--- config.mk ---
export PLATFORM = sky130hd
export DESIGN_NAME = mem_stage_flat
export DESIGN_NICKNAME = d
export VERILOG_FILES = /design/src/rtl/mem_stage_if.sv /design/src/rtl/mem_stage.sv /design/src/flat_wrapper.sv
export SDC_FILE = /design/constraint.sdc
export NUM_CORES = 1
export LEC_CHECK = 0
export ABC_AREA = 0
export CORE_UTILIZATION = 40
export CTS_CLUSTER_SIZE = 20
export DETAILED_ROUTE_END_ITERATION = 6
export HOLD_SLACK_MARGIN = 0.06
export PLACE_DENSITY = 0.79
export SKIP_CTS_REPAIR_TIMING = 1
export SYNTH_ARGS = -nofsm -noshare
export SYNTH_HDL_FRONTEND = slang
export SYNTH_SLANG_ARGS = --single-unit
--- constraint.sdc ---
create_clock -name clk -period 2 [get_ports clk]
set_input_delay 0.4 -clock clk [delete_from_list [all_inputs] [get_ports clk]]
set_output_delay 0.4 -clock clk [all_outputs]
set_load 0.05 [all_outputs]
--- src/rtl/mem_stage_if.sv ---
`timescale 1ns/1ps
// Data-memory request/acknowledge port between the MEM stage (master) and memory (slave).
// Valid/ready rule: mem_req stays high with mem_we/mem_addr/mem_wdata stable until the single-cycle mem_ack strobe; mem_rdata is valid only while mem_ack is high.
interface mem_stage_if;
  logic        mem_req;
  logic        mem_we;
  logic [15:0] mem_addr;
  logic [15:0] mem_wdata;
  logic [15:0] mem_rdata;
  logic        mem_ack;

  modport master (
    output mem_req, mem_we, mem_addr, mem_wdata,
    input  mem_rdata, mem_ack
  );

  modport slave (
    input  mem_req, mem_we, mem_addr, mem_wdata,
    output mem_rdata, mem_ack
  );
endinterface

--- src/rtl/mem_stage.sv ---
`timescale 1ns/1ps
// Memory-access stage: issues one req/ack access per load/store, stalls upstream while it is
// outstanding, aborts hung accesses with a watchdog, and loads the MEM/WB pipeline register.
module mem_stage #(
  parameter int TIMEOUT = 64
) (
  input  logic               clk,
  input  logic               rst_n,
  input  logic [15:0]        address,
  input  logic [15:0]        r0data,
  input  logic [15:0]        Din,
  input  logic [15:0]        instructions4,
  input  logic               wEnable,
  input  logic               mux3sels4,
  input  logic               regWrites4,
  input  logic               r0writes4,
  mem_stage_if.master        mem,
  output logic               stall,
  output logic [15:0]        wbData,
  output logic [15:0]        r0dataWB,
  output logic [15:0]        instructionsWB,
  output logic               regWritesWB,
  output logic               r0writesWB,
  output logic               err,
  output logic               dbg_state
);

  localparam int CW = (TIMEOUT > 2) ? $clog2(TIMEOUT) : 1;
  localparam logic [CW-1:0] CNT_LAST = CW'(TIMEOUT - 1);

  typedef enum logic {IDLE = 1'b0, BUSY = 1'b1} state_t;

  state_t        state, state_nxt;
  logic [CW-1:0] cnt;
  logic          access;
  logic          ack_hit;
  logic          expire;

  assign access    = wEnable | mux3sels4;
  assign dbg_state = state;

  always_ff @(posedge clk) begin
    if (!rst_n) state <= IDLE;
    else        state <= state_nxt;
  end

  // mem_ack takes priority over the watchdog when both land in the same cycle.
  always_comb begin
    state_nxt = state;
    stall     = 1'b0;
    ack_hit   = 1'b0;
    expire    = 1'b0;
    case (state)
      IDLE: begin
        if (access) begin
          stall     = 1'b1;
          state_nxt = BUSY;
        end
      end
      BUSY: begin
        if (mem.mem_ack) begin
          ack_hit   = 1'b1;
          state_nxt = IDLE;
        end else if (cnt == CNT_LAST) begin
          expire    = 1'b1;
          state_nxt = IDLE;
        end else begin
          stall = 1'b1;
        end
      end
      default: state_nxt = IDLE;
    endcase
  end

  always_ff @(posedge clk) begin
    if (!rst_n) begin
      cnt            <= '0;
      mem.mem_req    <= 1'b0;
      mem.mem_we     <= 1'b0;
      mem.mem_addr   <= '0;
      mem.mem_wdata  <= '0;
      wbData         <= '0;
      r0dataWB       <= '0;
      instructionsWB <= '0;
      regWritesWB    <= 1'b0;
      r0writesWB     <= 1'b0;
      err            <= 1'b0;
    end else begin
      case (state)
        IDLE: begin
          if (!access) begin
            wbData         <= address;
            r0dataWB       <= r0data;
            instructionsWB <= instructions4;
            regWritesWB    <= regWrites4;
            r0writesWB     <= r0writes4;
          end else begin
            cnt            <= '0;
            mem.mem_req    <= 1'b1;
            mem.mem_we     <= wEnable;
            mem.mem_addr   <= address;
            mem.mem_wdata  <= Din;
            instructionsWB <= '0;
            regWritesWB    <= 1'b0;
            r0writesWB     <= 1'b0;
          end
        end
        BUSY: begin
          // Upstream is stalled, so the EX/MEM inputs still hold the access's instruction.
          if (ack_hit) begin
            mem.mem_req    <= 1'b0;
            wbData         <= mem.mem_we ? Din : mem.mem_rdata;
            r0dataWB       <= r0data;
            instructionsWB <= instructions4;
            regWritesWB    <= regWrites4;
            r0writesWB     <= r0writes4;
          end else if (expire) begin
            mem.mem_req    <= 1'b0;
            err            <= 1'b1;
            instructionsWB <= instructions4;
            regWritesWB    <= 1'b0;
            r0writesWB     <= 1'b0;
          end else begin
            cnt            <= cnt + 1'b1;
            instructionsWB <= '0;
            regWritesWB    <= 1'b0;
            r0writesWB     <= 1'b0;
          end
        end
        default: ;
      endcase
    end
  end

endmodule

--- src/flat_wrapper.sv ---
// flat-port wrapper written by rule: the top's interface ports become plain ports
module mem_stage_flat 
#(
  parameter int TIMEOUT = 64
)
  (clk, rst_n, address, r0data, Din, instructions4, wEnable, mux3sels4, regWrites4, r0writes4, stall, wbData, r0dataWB, instructionsWB, regWritesWB, r0writesWB, err, dbg_state, mem_mem_req, mem_mem_we, mem_mem_addr, mem_mem_wdata, mem_mem_rdata, mem_mem_ack);
  mem_stage_if mem_i ();
  input  logic clk;
  input  logic rst_n;
  input  logic [15:0] address;
  input  logic [15:0] r0data;
  input  logic [15:0] Din;
  input  logic [15:0] instructions4;
  input  logic wEnable;
  input  logic mux3sels4;
  input  logic regWrites4;
  input  logic r0writes4;
  output logic stall;
  output logic [15:0] wbData;
  output logic [15:0] r0dataWB;
  output logic [15:0] instructionsWB;
  output logic regWritesWB;
  output logic r0writesWB;
  output logic err;
  output logic dbg_state;
  output wire logic [$bits(mem_i.mem_req)-1:0] mem_mem_req;
  output wire logic [$bits(mem_i.mem_we)-1:0] mem_mem_we;
  output wire logic [$bits(mem_i.mem_addr)-1:0] mem_mem_addr;
  output wire logic [$bits(mem_i.mem_wdata)-1:0] mem_mem_wdata;
  input wire logic [$bits(mem_i.mem_rdata)-1:0] mem_mem_rdata;
  input wire logic [$bits(mem_i.mem_ack)-1:0] mem_mem_ack;
  assign mem_mem_req = mem_i.mem_req;
  assign mem_mem_we = mem_i.mem_we;
  assign mem_mem_addr = mem_i.mem_addr;
  assign mem_mem_wdata = mem_i.mem_wdata;
  assign mem_i.mem_rdata = mem_mem_rdata;
  assign mem_i.mem_ack = mem_mem_ack;
  mem_stage #(.TIMEOUT(TIMEOUT)) u_core (.clk(clk), .rst_n(rst_n), .address(address), .r0data(r0data), .Din(Din), .instructions4(instructions4), .wEnable(wEnable), .mux3sels4(mux3sels4), .regWrites4(regWrites4), .r0writes4(r0writes4), .mem(mem_i), .stall(stall), .wbData(wbData), .r0dataWB(r0dataWB), .instructionsWB(instructionsWB), .regWritesWB(regWritesWB), .r0writesWB(r0writesWB), .err(err), .dbg_state(dbg_state));
endmodule
==> impl_metrics.sql, run 1 <==
INSERT INTO impl_metrics (metric_group, metric, value, unit) VALUES
('outcome', 'status', 'finished clean', ''),
('place', 'numPlacedInstances', '668', ''),
('synthesis', 'synth_ff_type', 'sky130_fd_sc_hd__dfxtp_1', ''),
('worst_setup_path', 'crit_path_slowest_cell', 'sky130_fd_sc_hd__clkdlybuf4s50_1', ''),
('worst_setup_path', 'critical_path.endpoint_type', 'output pin', ''),
('pwr', 'leakage', '2.21', 'nW'),
('synthesis', 'ys_async_sr_fraction', '0', ''),
('final_layout', 'finish.net_count', '659', ''),
('final_layout', 'layout-drive-gt1-share', '0.139', ''),
('route', 'count_of_antenna_violating_nets_left_after_detailed_routing', '0', ''),
('final_layout', 'commonest_non_fill_non_tap_cell_in_the_layout', 'sky130_fd_sc_hd__clkdlybuf4s50_1', ''),
('cts', 'tritoncts_num_sinks', '92', ''),
('place', 'placement.cell_area', '5550', 'um^2'),
('pwr', 'clock_network_power_share', '0.273', ''),
('timing', 'max_clock_freq', '0.517', 'GHz'),
('job', 'drv_cap', '0', ''),
('cts', 'cts_tree', 'done', ''),
('route', 'avgViaCountPerCell', '5.20', ''),
('floorplan', 'initial_core_util', '0.415', ''),
('final_layout', 'fin_util', '0.657', ''),
('route', 'drt-wirelength-per-cell', '16.1', 'um'),
('floorplan', 'die_area', '9480', 'um^2'),
('synthesis', 'synth_edf_count', '0', ''),
('pwr', 'switching_share', '0.332', ''),
('pwr', 'cell_internal_pwr', '3.09', 'mW'),
('synthesis', 'synth_seq_area_share', '0.506', ''),
('worst_setup_path', 'critical_path.max_fanout', '2', ''),
('pwr', 'p_sw', '1.54', 'mW'),
('route', 'total_number_of_vias', '3554', ''),
('cts', 'cts-root-buf', 'sky130_fd_sc_hd__clkbuf_8', ''),
('min_path', 'hold_path_depth', '2', ''),
('floorplan', 'coreArea', '8760', 'um^2'),
('route', 'drt_pre_antenna_iters', '5', ''),
('synthesis', 'synth.net_count', '486', ''),
('worst_setup_path', 'crit_family', 'buffers and inverters', ''),
('grt', 'grt_start_max_net_pins', '54', ''),
('cts', 'cts_inserted_buffers', '9', ''),
('grt', 'globalRouteTotalUtil', '0.234', ''),
('worst_setup_path', 'worst_ep_required_time', '1600', 'ps'),
('synthesis', 'synth_compound_area_frac', '0.159', ''),
('final_layout', 'syn2layout_area_growth', '58.3', '%'),
('floorplan', 'floorplan.io_pins', '174', ''),
('synthesis', 'netlist-cell-type-count', '44', ''),
('timing', 'post-route-period-util', '0.968', ''),
('route', 'finalWirelength', '11000', 'um'),
('synthesis', 'post_synth_xor_area_fraction', '0', ''),
('synthesis', 'synth_fa_ha_area_frac', '0.00344', ''),
('grt', 'antenna_found_initial', '0', ''),
('synthesis', 'syn_inst', '398', ''),
('synthesis', 'synth-simple-area-share', '0.187', ''),
('final_layout', 'antenna_cells_inserted', '0', ''),
('worst_setup_path', 'critical_path_cell_count', '1', ''),
('synthesis', 'post_synth_mux_area_share', '0.0990', ''),
('cts', 'clk_latency', '350', 'ps'),
('grt', 'global_route.overflow_total', '0', ''),
('place', 'port_buffers', '173', ''),
('timing', 'final_max_slew_viol_count', '0', ''),
('final_layout', 'most-common-layout-cells', 'sky130_fd_sc_hd__clkdlybuf4s50_1, sky130_fd_sc_hd__dfxtp_1, sky130_fd_sc_hd__nand2_1', ''),
('route', 'detailed_route_iter0_violations', '145', ''),
('worst_setup_path', 'ff2ff_path_depth', '5', ''),
('pwr', 'power', '4.63', 'mW'),
('final_layout', 'finish.instance_area', '5760', 'um^2'),
('synthesis', 'synth_top_family_by_area', 'simple AND/OR/NAND/NOR gates', ''),
('timing', 'worst_clock_skew', '10.3', 'ps'),
('synthesis', 'synth.cell_area', '3640', 'um^2'),
('timing', 'relSlewSlack', '0.614', ''),
('pwr', 'power_share_of_the_combinational_group', '0.291', ''),
('synthesis', 'warning_count_from_the_yosys_run', '0', ''),
('min_path', 'timing.hold.worst.class', 'reg2reg', ''),
('worst_setup_path', 'critical_path.cell_chain', 'clkdlybuf4s50_1', ''),
('timing', 'report.final.setup_viol', '0', '');
-- layout make-up --
type,instances,area [um^2]
clock buffer,9,124
clock inverter,7,75.1
fill,719,3000
inverter,1,3.75
multi-input combinational,274,1640
sequential,92,1850
tap,108,135
timing repair buffer,193,1930
-- final timing paths --
check | from | to | slack [ps]
setup / recovery | u_core.wbData[5] | wbData[5] | 60
hold / removal | u_core.mem.mem_addr[6] | u_core.mem.mem_addr[6] | 460
setup reg to reg | u_core.dbg_state | u_core.r0dataWB[2] | 430
hold reg to reg | u_core.mem.mem_addr[6] | u_core.mem.mem_addr[6] | 460
-- state kept, by name, indices dropped and copies added, names as in the netlist, 6 cells and up --
name / cells
u_core.instructionsWB: 16
u_core.cnt: 6
u_core.r0dataWB: 16
u_core.wbData: 16
u_core.mem.mem_addr: 16
u_core.mem.mem_wdata: 16
-- power groups by stage --
stage / combinational [mW] / clock, mW / sequential (mW)
CTS: 1.35 / 1.29 / 2.02
global route: 1.42 / 1.37 / 2.03
global placement: 1.33 / 0 / 2.05
floorplan: 0.373 / 0 / 2.48
finish: 1.35 / 1.27 / 2.02
detailed placement: 1.35 / 0 / 2.06
-- per-stage QoR --
step / TNS [ps] / setup slack [ps] / hold WS (ps)
floorplan: -161 / -89.1 / 461
global placement: 0 / 7.99 / 441
detailed placement: -3.99 / -3.99 / 449
CTS: -9.05 / -9.05 / 461
global route: 0 / 6.86 / 476
finish: 0 / 64.5 / 456
-- metal layers --
layer / share of wire / GRT usage / up-vias
li1: - / - / 1726
met1: 0.42 / 0.268 / 1623
met2: 0.47 / 0.406 / 185
met3: 0.097 / 0.0914 / 20
met4: 0.018 / 0.0577 / 0
met5: 0 / 0 / -
-- synth_stat cells (2+ instances only) --
library cell / count / area [um^2]
sky130_fd_sc_hd__o22ai_1: 16 / 100
sky130_fd_sc_hd__buf_6: 2 / 22.5
sky130_fd_sc_hd__nor2_1: 2 / 7.51
sky130_fd_sc_hd__o21ai_0: 17 / 85.1
sky130_fd_sc_hd__nand3_1: 21 / 105
sky130_fd_sc_hd__and3_1: 3 / 18.8
sky130_fd_sc_hd__mux2i_1: 18 / 180
sky130_fd_sc_hd__and2_4: 10 / 87.6
sky130_fd_sc_hd__a31oi_1: 2 / 12.5
sky130_fd_sc_hd__dfxtp_1: 92 / 1840
sky130_fd_sc_hd__nand2_1: 84 / 315
sky130_fd_sc_hd__buf_4: 2 / 15.0
sky130_fd_sc_hd__o211ai_1: 2 / 15.0
sky130_fd_sc_hd__and2_1: 7 / 43.8
sky130_fd_sc_hd__clkbuf_2: 3 / 15.0
sky130_fd_sc_hd__clkbuf_1: 9 / 33.8
sky130_fd_sc_hd__mux2_2: 16 / 180
sky130_fd_sc_hd__or3_1: 2 / 12.5
sky130_fd_sc_hd__buf_2: 15 / 75.1
sky130_fd_sc_hd__a21oi_1: 51 / 255
-- logic make-up (layout without fill, tap and decap cells) --
logic type                 count (synthesis)  after routing
AOI/OAI and AO/OA                         99             99
and+or+nand+nor                          140            140
adders and majority gates                  1              1
muxes                                     34             34
DFF                                       92             92
buffers and inverters                     32            210
No activity file was read; power rests on OpenSTA's default activity.
==> inputs of run 2 (changes only) <==
Settings changed: CAP_MARGIN set to 20, CORE_MARGIN set to 3, CORE_UTILIZATION 40 to 41, PLACE_DENSITY 0.79 to 0.81.
==> run 2 against run 1 <==
Register-to-register slack worse by 20 ps; worst hold slack better by 2.5 ps; global-route usage down 1.3 points; sequential power about the same; utilization up 3.1 points; highest routed layer unchanged.
==> impl_metrics.sql, run 2 (synthesized netlist as in run 1, its figures left out) <==
INSERT INTO impl_metrics (metric_group, metric, value, unit) VALUES
('pwr', 'power_share_of_the_combinational_group', '0.294', ''),
('cts', 'cts_inserted_buffers', '9', ''),
('grt', 'top_usage_layer', 'met2', ''),
('pwr', 'p_sw', '1.51', 'mW'),
('worst_setup_path', 'critical_path.endpoint_type', 'output pin', ''),
('cts', 'cts-root-buf', 'sky130_fd_sc_hd__clkbuf_8', ''),
('place', 'gpl.final_weighted_congestion', '0.832', ''),
('grt', 'grt_start_max_net_pins', '54', ''),
('route', 'avgViaCountPerCell', '5.18', ''),
('worst_setup_path', 'worst_ep_required_time', '1600', 'ps'),
('place', 'pre_cts_ws', '-27.2', 'ps'),
('timing', 'report.final.setup_viol', '0', ''),
('timing', 'max_clock_freq', '0.513', 'GHz'),
('grt', 'globalRouteMet2Util', '0.377', ''),
('timing', 'timing.final.hold_violations', '0', ''),
('grt', 'grt_pass1_wl', '17600', 'um'),
('min_path', 'timing.hold.worst.class', 'reg2reg', ''),
('cts', 'cts_htree_levels', '3', ''),
('route', 'count_of_antenna_violating_nets_left_after_detailed_routing', '0', ''),
('worst_setup_path', 'path_buf_inv', '1', ''),
('timing', 'grt_setup_unrepaired', 'no', ''),
('place', 'placement.cell_area', '5560', 'um^2'),
('pwr', 'clock_network_power_share', '0.272', ''),
('place', 'numPlacedInstances', '663', ''),
('floorplan', 'die_height', '100', 'um'),
('job', 'drv_cap', '0', ''),
('floorplan', 'coreArea', '8420', 'um^2'),
('floorplan', 'die_x', '100', 'um'),
('route', 'total_number_of_vias', '3538', ''),
('route', 'drt-wirelength-per-cell', '16.6', 'um'),
('floorplan', 'initial_core_util', '0.432', ''),
('timing', 'final_max_slew_viol_count', '0', ''),
('grt', 'global_routing_usage_on_met3', '0.0917', ''),
('timing', 'relSlewSlack', '0.624', ''),
('worst_setup_path', 'critical_path.cell_chain', 'clkdlybuf4s50_1', ''),
('timing', 'timing.final.ws_setup', '50.2', 'ps'),
('floorplan', 'floorplan.io_pins', '174', ''),
('grt', 'global_route.usage.met1', '0.255', ''),
('grt', 'antenna_found_initial', '0', ''),
('worst_setup_path', 'cpPeakStageDelay', '840', 'ps'),
('timing', 'min_period', '1950', 'ps'),
('route', 'drt_pre_antenna_iters', '4', ''),
('final_layout', 'syn2layout_area_growth', '59.5', '%'),
('final_layout', 'commonest_non_fill_non_tap_cell_in_the_layout', 'sky130_fd_sc_hd__clkdlybuf4s50_1', ''),
('route', 'drc_errors', '0', ''),
('floorplan', 'placementRows', '33', ''),
('pwr', 'switching_share', '0.325', ''),
('timing', 'worstMarginPinSlew', '563', 'ps'),
('final_layout', 'layout-drive-gt1-share', '0.140', ''),
('worst_setup_path', 'crit_path_slowest_cell', 'sky130_fd_sc_hd__clkdlybuf4s50_1', ''),
('cts', 'clk_latency', '350', 'ps'),
('pwr', 'power', '4.65', 'mW'),
('pwr', 'pwr-share-seq', '0.434', ''),
('timing', 'hold_slack', '459', 'ps'),
('cts', 'clk_path_buf_depth', '2', ''),
('pwr', 'leakage', '2.20', 'nW'),
('final_layout', 'fillCellCount', '685', ''),
('route', 'finalWirelength', '11300', 'um'),
('final_layout', 'antenna_cells_inserted', '0', ''),
('timing', 'worst_clock_skew', '11.5', 'ps'),
('pwr', 'p_per_area', '802', 'nW/um^2'),
('pwr', 'cell_internal_pwr', '3.14', 'mW'),
('place', 'post-dp-hpwl', '8230', 'um'),
('floorplan', 'die_area', '10000', 'um^2'),
('final_layout', 'fin_util', '0.689', ''),
('worst_setup_path', 'regToRegSetupSlack', '410', 'ps'),
('cts', 'cts_tree', 'done', ''),
('final_layout', 'finish.net_count', '661', ''),
('pwr', 'power.ir.vdd_worst', '0.000415', 'V'),
('grt', 'global_route.overflow_total', '0', ''),
('place', 'port_buffers', '173', ''),
('cts', 'tritoncts_num_sinks', '92', ''),
('grt', 'vias_in_the_first_global_route', '3518', ''),
('route', 'detailed_route_iter0_violations', '122', ''),
('final_layout', 'most-common-layout-cells', 'sky130_fd_sc_hd__clkdlybuf4s50_1, sky130_fd_sc_hd__dfxtp_1, sky130_fd_sc_hd__nand2_1', ''),
('worst_setup_path', 'crit_arrival', '1550', 'ps'),
('worst_setup_path', 'worst_setup_path_start_kind', 'flip-flop', ''),
('timing', 'setup_total_negative_slack', '0', 'ps'),
('worst_setup_path', 'critical_path.max_fanout', '2', ''),
('worst_setup_path', 'setup.worst_path.class', 'reg2out', ''),
('worst_setup_path', 'crit_family', 'buffers and inverters', ''),
('timing', 'post-route-period-util', '0.975', ''),
('final_layout', 'instances_no_fill', '683', ''),
('outcome', 'status', 'finished clean', ''),
('grt', 'globalRouteTotalUtil', '0.220', ''),
('cts', 'clock_edge_transition_at_the_registers_on_the_reported_setup_and_hold_paths', '90', 'ps'),
('final_layout', 'finish.instance_area', '5800', 'um^2');
==> run 2: final timing paths <==
| kind | start | endpoint | depth (start not counted) |
|---|---|---|---|
| worst max-delay path | u_core.mem.mem_addr[11] | mem_mem_addr[11] | 1 |
| worst max register to register | u_core.dbg_state | u_core.mem.mem_we | 6 |
| worst min register to register | u_core.mem.mem_wdata[15] | u_core.mem.mem_wdata[15] | 2 |
| worst min-delay path | u_core.mem.mem_wdata[15] | u_core.mem.mem_wdata[15] | 2 |
==> run 2: metal layers <==
| metal | part of all wire | vias up |
|---|---|---|
| li1 | - | 1727 |
| met1 | 0.39 | 1642 |
| met2 | 0.48 | 159 |
| met3 | 0.12 | 10 |
| met4 | 0.012 | 0 |
| met5 | 0 | - |
==> run 2: final cells by class <==
type                       instances  area (um^2)  share of cell area
sequential                        92         1850               0.319
clock inverter                     5         60.1              0.0104
inverter                           1         3.75            0.000647
tap                              105          131              0.0226
timing repair buffer             195         1970               0.339
multi-input combinational        274         1650               0.284
clock buffer                      11          141              0.0244
==> run 2: power by group through the flow <==
stage / Clock, mW / Combinational, mW / Sequential [mW]
final: 1.27 / 1.37 / 2.02
after global routing: 1.37 / 1.44 / 2.04
after CTS: 1.30 / 1.36 / 2.03
after detailed placement: 0 / 1.35 / 2.07
after global placement: 0 / 1.34 / 2.06
after floorplan: 0 / 0.373 / 2.48
==> inputs of run 3 (changes only) <==
Settings changed: CORE_MARGIN 3 to 8.
==> run 3 against run 2 <==
Cell area is 0.45% lower; combinational power barely moved; count of clock-buffer cells in the layout is 1 lower; sequential share of layout area increased by 0.12 points; critical path depth did not move; maximum frequency increased by 0.62%; sequential power hardly changed; global-route usage fell by 2.5 points; utilization fell by 2.3 points; worst hold slack worse by 1.2 ps; critical path type unchanged; largest power group unchanged.
==> impl_metrics.sql, run 3 (synthesized netlist as in run 1, its figures left out) <==
INSERT INTO impl_metrics (metric_group, metric, value, unit) VALUES
('outcome', 'status', 'finished clean', ''),
('pwr', 'pwr-share-seq', '0.435', ''),
('final_layout', 'fin_util', '0.666', ''),
('floorplan', 'die_area', '12100', 'um^2'),
('route', 'drt-wirelength-per-cell', '17.9', 'um'),
('worst_setup_path', 'critical_path.cell_chain', 'clkdlybuf4s50_1', ''),
('worst_setup_path', 'crit_arrival', '1540', 'ps'),
('final_layout', 'finish.instance_area', '5780', 'um^2'),
('timing', 'post-route-period-util', '0.969', ''),
('final_layout', 'finish.net_count', '663', ''),
('worst_setup_path', 'worstSetupEndpoint', 'mem_mem_wdata[2]', ''),
('final_layout', 'commonest_non_fill_non_tap_cell_in_the_layout', 'sky130_fd_sc_hd__clkdlybuf4s50_1', ''),
('grt', 'antenna_found_initial', '0', ''),
('route', 'avgViaCountPerCell', '5.20', ''),
('worst_setup_path', 'path_buf_inv', '1', ''),
('floorplan', 'placementRows', '34', ''),
('route', 'count_of_antenna_violating_nets_left_after_detailed_routing', '0', ''),
('worst_setup_path', 'ff2ff_path_depth', '5', ''),
('route', 'wl_met2', '5490', 'um'),
('timing', 'min_period', '1940', 'ps'),
('cts', 'cts_htree_levels', '3', ''),
('cts', 'clock_edge_transition_at_the_registers_on_the_reported_setup_and_hold_paths', '90', 'ps'),
('floorplan', 'die_x', '110', 'um'),
('cts', 'cts_inserted_buffers', '9', ''),
('timing', 'worstMarginPinSlew', '554', 'ps'),
('grt', 'grt_pass1_wl', '18500', 'um'),
('pwr', 'clock_network_power_share', '0.271', ''),
('floorplan', 'die_height', '110', 'um'),
('cts', 'tritoncts_num_sinks', '92', ''),
('place', 'numPlacedInstances', '669', ''),
('route', 'met3_wirelength', '1600', 'um'),
('grt', 'vias_in_the_first_global_route', '3637', ''),
('cts', 'clk_path_buf_depth', '2', ''),
('floorplan', 'coreArea', '8680', 'um^2'),
('route', 'drt_pre_antenna_iters', '4', ''),
('pwr', 'power.ir.vdd_worst', '0.000426', 'V'),
('timing', 'worst_clock_skew', '11.3', 'ps'),
('final_layout', 'layout-drive-gt1-share', '0.141', ''),
('route', 'route.top_layer_used', 'met4', ''),
('final_layout', 'syn2layout_area_growth', '58.7', '%'),
('worst_setup_path', 'timing.rr.start', 'u_core.dbg_state', ''),
('timing', 'grt_setup_unrepaired', 'no', ''),
('place', 'placement.cell_area', '5550', 'um^2'),
('pwr', 'cell_internal_pwr', '3.12', 'mW'),
('route', 'wl_met1', '5010', 'um'),
('floorplan', 'floorplan.io_pins', '174', ''),
('worst_setup_path', 'crit_path_slowest_cell', 'sky130_fd_sc_hd__clkdlybuf4s50_1', ''),
('timing', 'timing.final.hold_violations', '0', ''),
('worst_setup_path', 'critical_path.endpoint_type', 'output pin', ''),
('worst_setup_path', 'worst_setup_path_start_kind', 'flip-flop', ''),
('place', 'pre_cts_ws', '-110', 'ps'),
('pwr', 'p_sw', '1.51', 'mW'),
('pwr', 'p_per_area', '803', 'nW/um^2'),
('place', 'gpl.final_weighted_congestion', '0.804', ''),
('cts', 'cts_tree', 'done', ''),
('pwr', 'power_share_of_the_combinational_group', '0.293', ''),
('worst_setup_path', 'capture_instance_of_the_worst_register_to_register_path', 'u_core.r0dataWB[10]', ''),
('grt', 'grt_start_max_net_pins', '30', ''),
('worst_setup_path', 'cpPeakStageDelay', '830', 'ps'),
('route', 'drc_errors', '0', ''),
('timing', 'timing.final.ws_setup', '62.2', 'ps'),
('final_layout', 'fillCellCount', '714', ''),
('min_path', 'timing.hold.worst.class', 'reg2reg', ''),
('place', 'post-dp-hpwl', '9230', 'um'),
('floorplan', 'initial_core_util', '0.419', ''),
('final_layout', 'instances_no_fill', '688', ''),
('worst_setup_path', 'critical_path_cell_count', '1', ''),
('final_layout', 'most-common-layout-cells', 'sky130_fd_sc_hd__clkdlybuf4s50_1, sky130_fd_sc_hd__dfxtp_1, sky130_fd_sc_hd__nand2_1', ''),
('cts', 'cts-root-buf', 'sky130_fd_sc_hd__clkbuf_8', ''),
('timing', 'setup_total_negative_slack', '0', 'ps'),
('grt', 'globalRouteTotalUtil', '0.196', ''),
('timing', 'hold_slack', '457', 'ps'),
('worst_setup_path', 'setup.worst_path.class', 'reg2out', ''),
('timing', 'max_clock_freq', '0.516', 'GHz'),
('grt', 'global_route.overflow_total', '0', ''),
('route', 'finalWirelength', '12300', 'um'),
('cts', 'clk_latency', '350', 'ps'),
('final_layout', 'antenna_cells_inserted', '0', ''),
('timing', 'final_max_slew_viol_count', '0', ''),
('timing', 'relSlewSlack', '0.629', ''),
('place', 'port_buffers', '173', ''),
('worst_setup_path', 'regToRegSetupSlack', '410', 'ps'),
('pwr', 'switching_share', '0.327', ''),
('timing', 'report.final.setup_viol', '0', ''),
('worst_setup_path', 'crit_family', 'buffers and inverters', ''),
('worst_setup_path', 'critical_path.max_fanout', '2', ''),
('worst_setup_path', 'worst_ep_required_time', '1600', 'ps'),
('job', 'drv_cap', '0', ''),
('pwr', 'leakage', '2.19', 'nW'),
('pwr', 'power', '4.64', 'mW'),
('worst_setup_path', 'cp-startpoint', 'u_core.mem.mem_wdata[2]', ''),
('route', 'total_number_of_vias', '3578', ''),
('route', 'detailed_route_iter0_violations', '109', '');
[run 3: power by group through the flow]
stage	logic, mW	registers [mW]	clock network [mW]
final	1.36	2.02	1.26
after CTS	1.36	2.02	1.29
after detailed placement	1.35	2.06	0
after floorplan	0.373	2.48	0
after global placement	1.34	2.05	0
after global routing	1.44	2.03	1.36
[run 3: worst min path at each step]
stage	start	end	slack [ps]	cells after the start
6_report	u_core.mem.mem_wdata[15]	u_core.mem.mem_wdata[15]	460	2
2_1_floorplan	u_core.cnt[0]	u_core.cnt[0]	460	2
3_3_place_gp	u_core.mem.mem_wdata[9]	u_core.mem.mem_wdata[9]	440	2
5_1_grt	u_core.mem.mem_addr[3]	u_core.mem.mem_addr[3]	470	2
3_5_place_dp	u_core.mem.mem_wdata[10]	u_core.mem.mem_wdata[10]	450	2
4_1_cts	u_core.mem.mem_addr[14]	u_core.mem.mem_addr[14]	460	2
[run 3: layout make-up]
cell class | instances | area, um^2 | share of cell area
inverters | 1 | 3.75 | 0.000650
clock buffers | 10 | 138 | 0.0238
clock inverters | 6 | 62.6 | 0.0108
repair buffers | 197 | 1940 | 0.337
well taps | 108 | 135 | 0.0234
flip-flops and latches | 92 | 1850 | 0.320
multi-input cells | 274 | 1640 | 0.285
[run 3: routing by layer]
layer / global-route usage / up-vias
met5: 0 / -
met3: 0.0895 / 17
met1: 0.216 / 1653
met4: 0.0685 / 0
li1: - / 1730
met2: 0.326 / 178
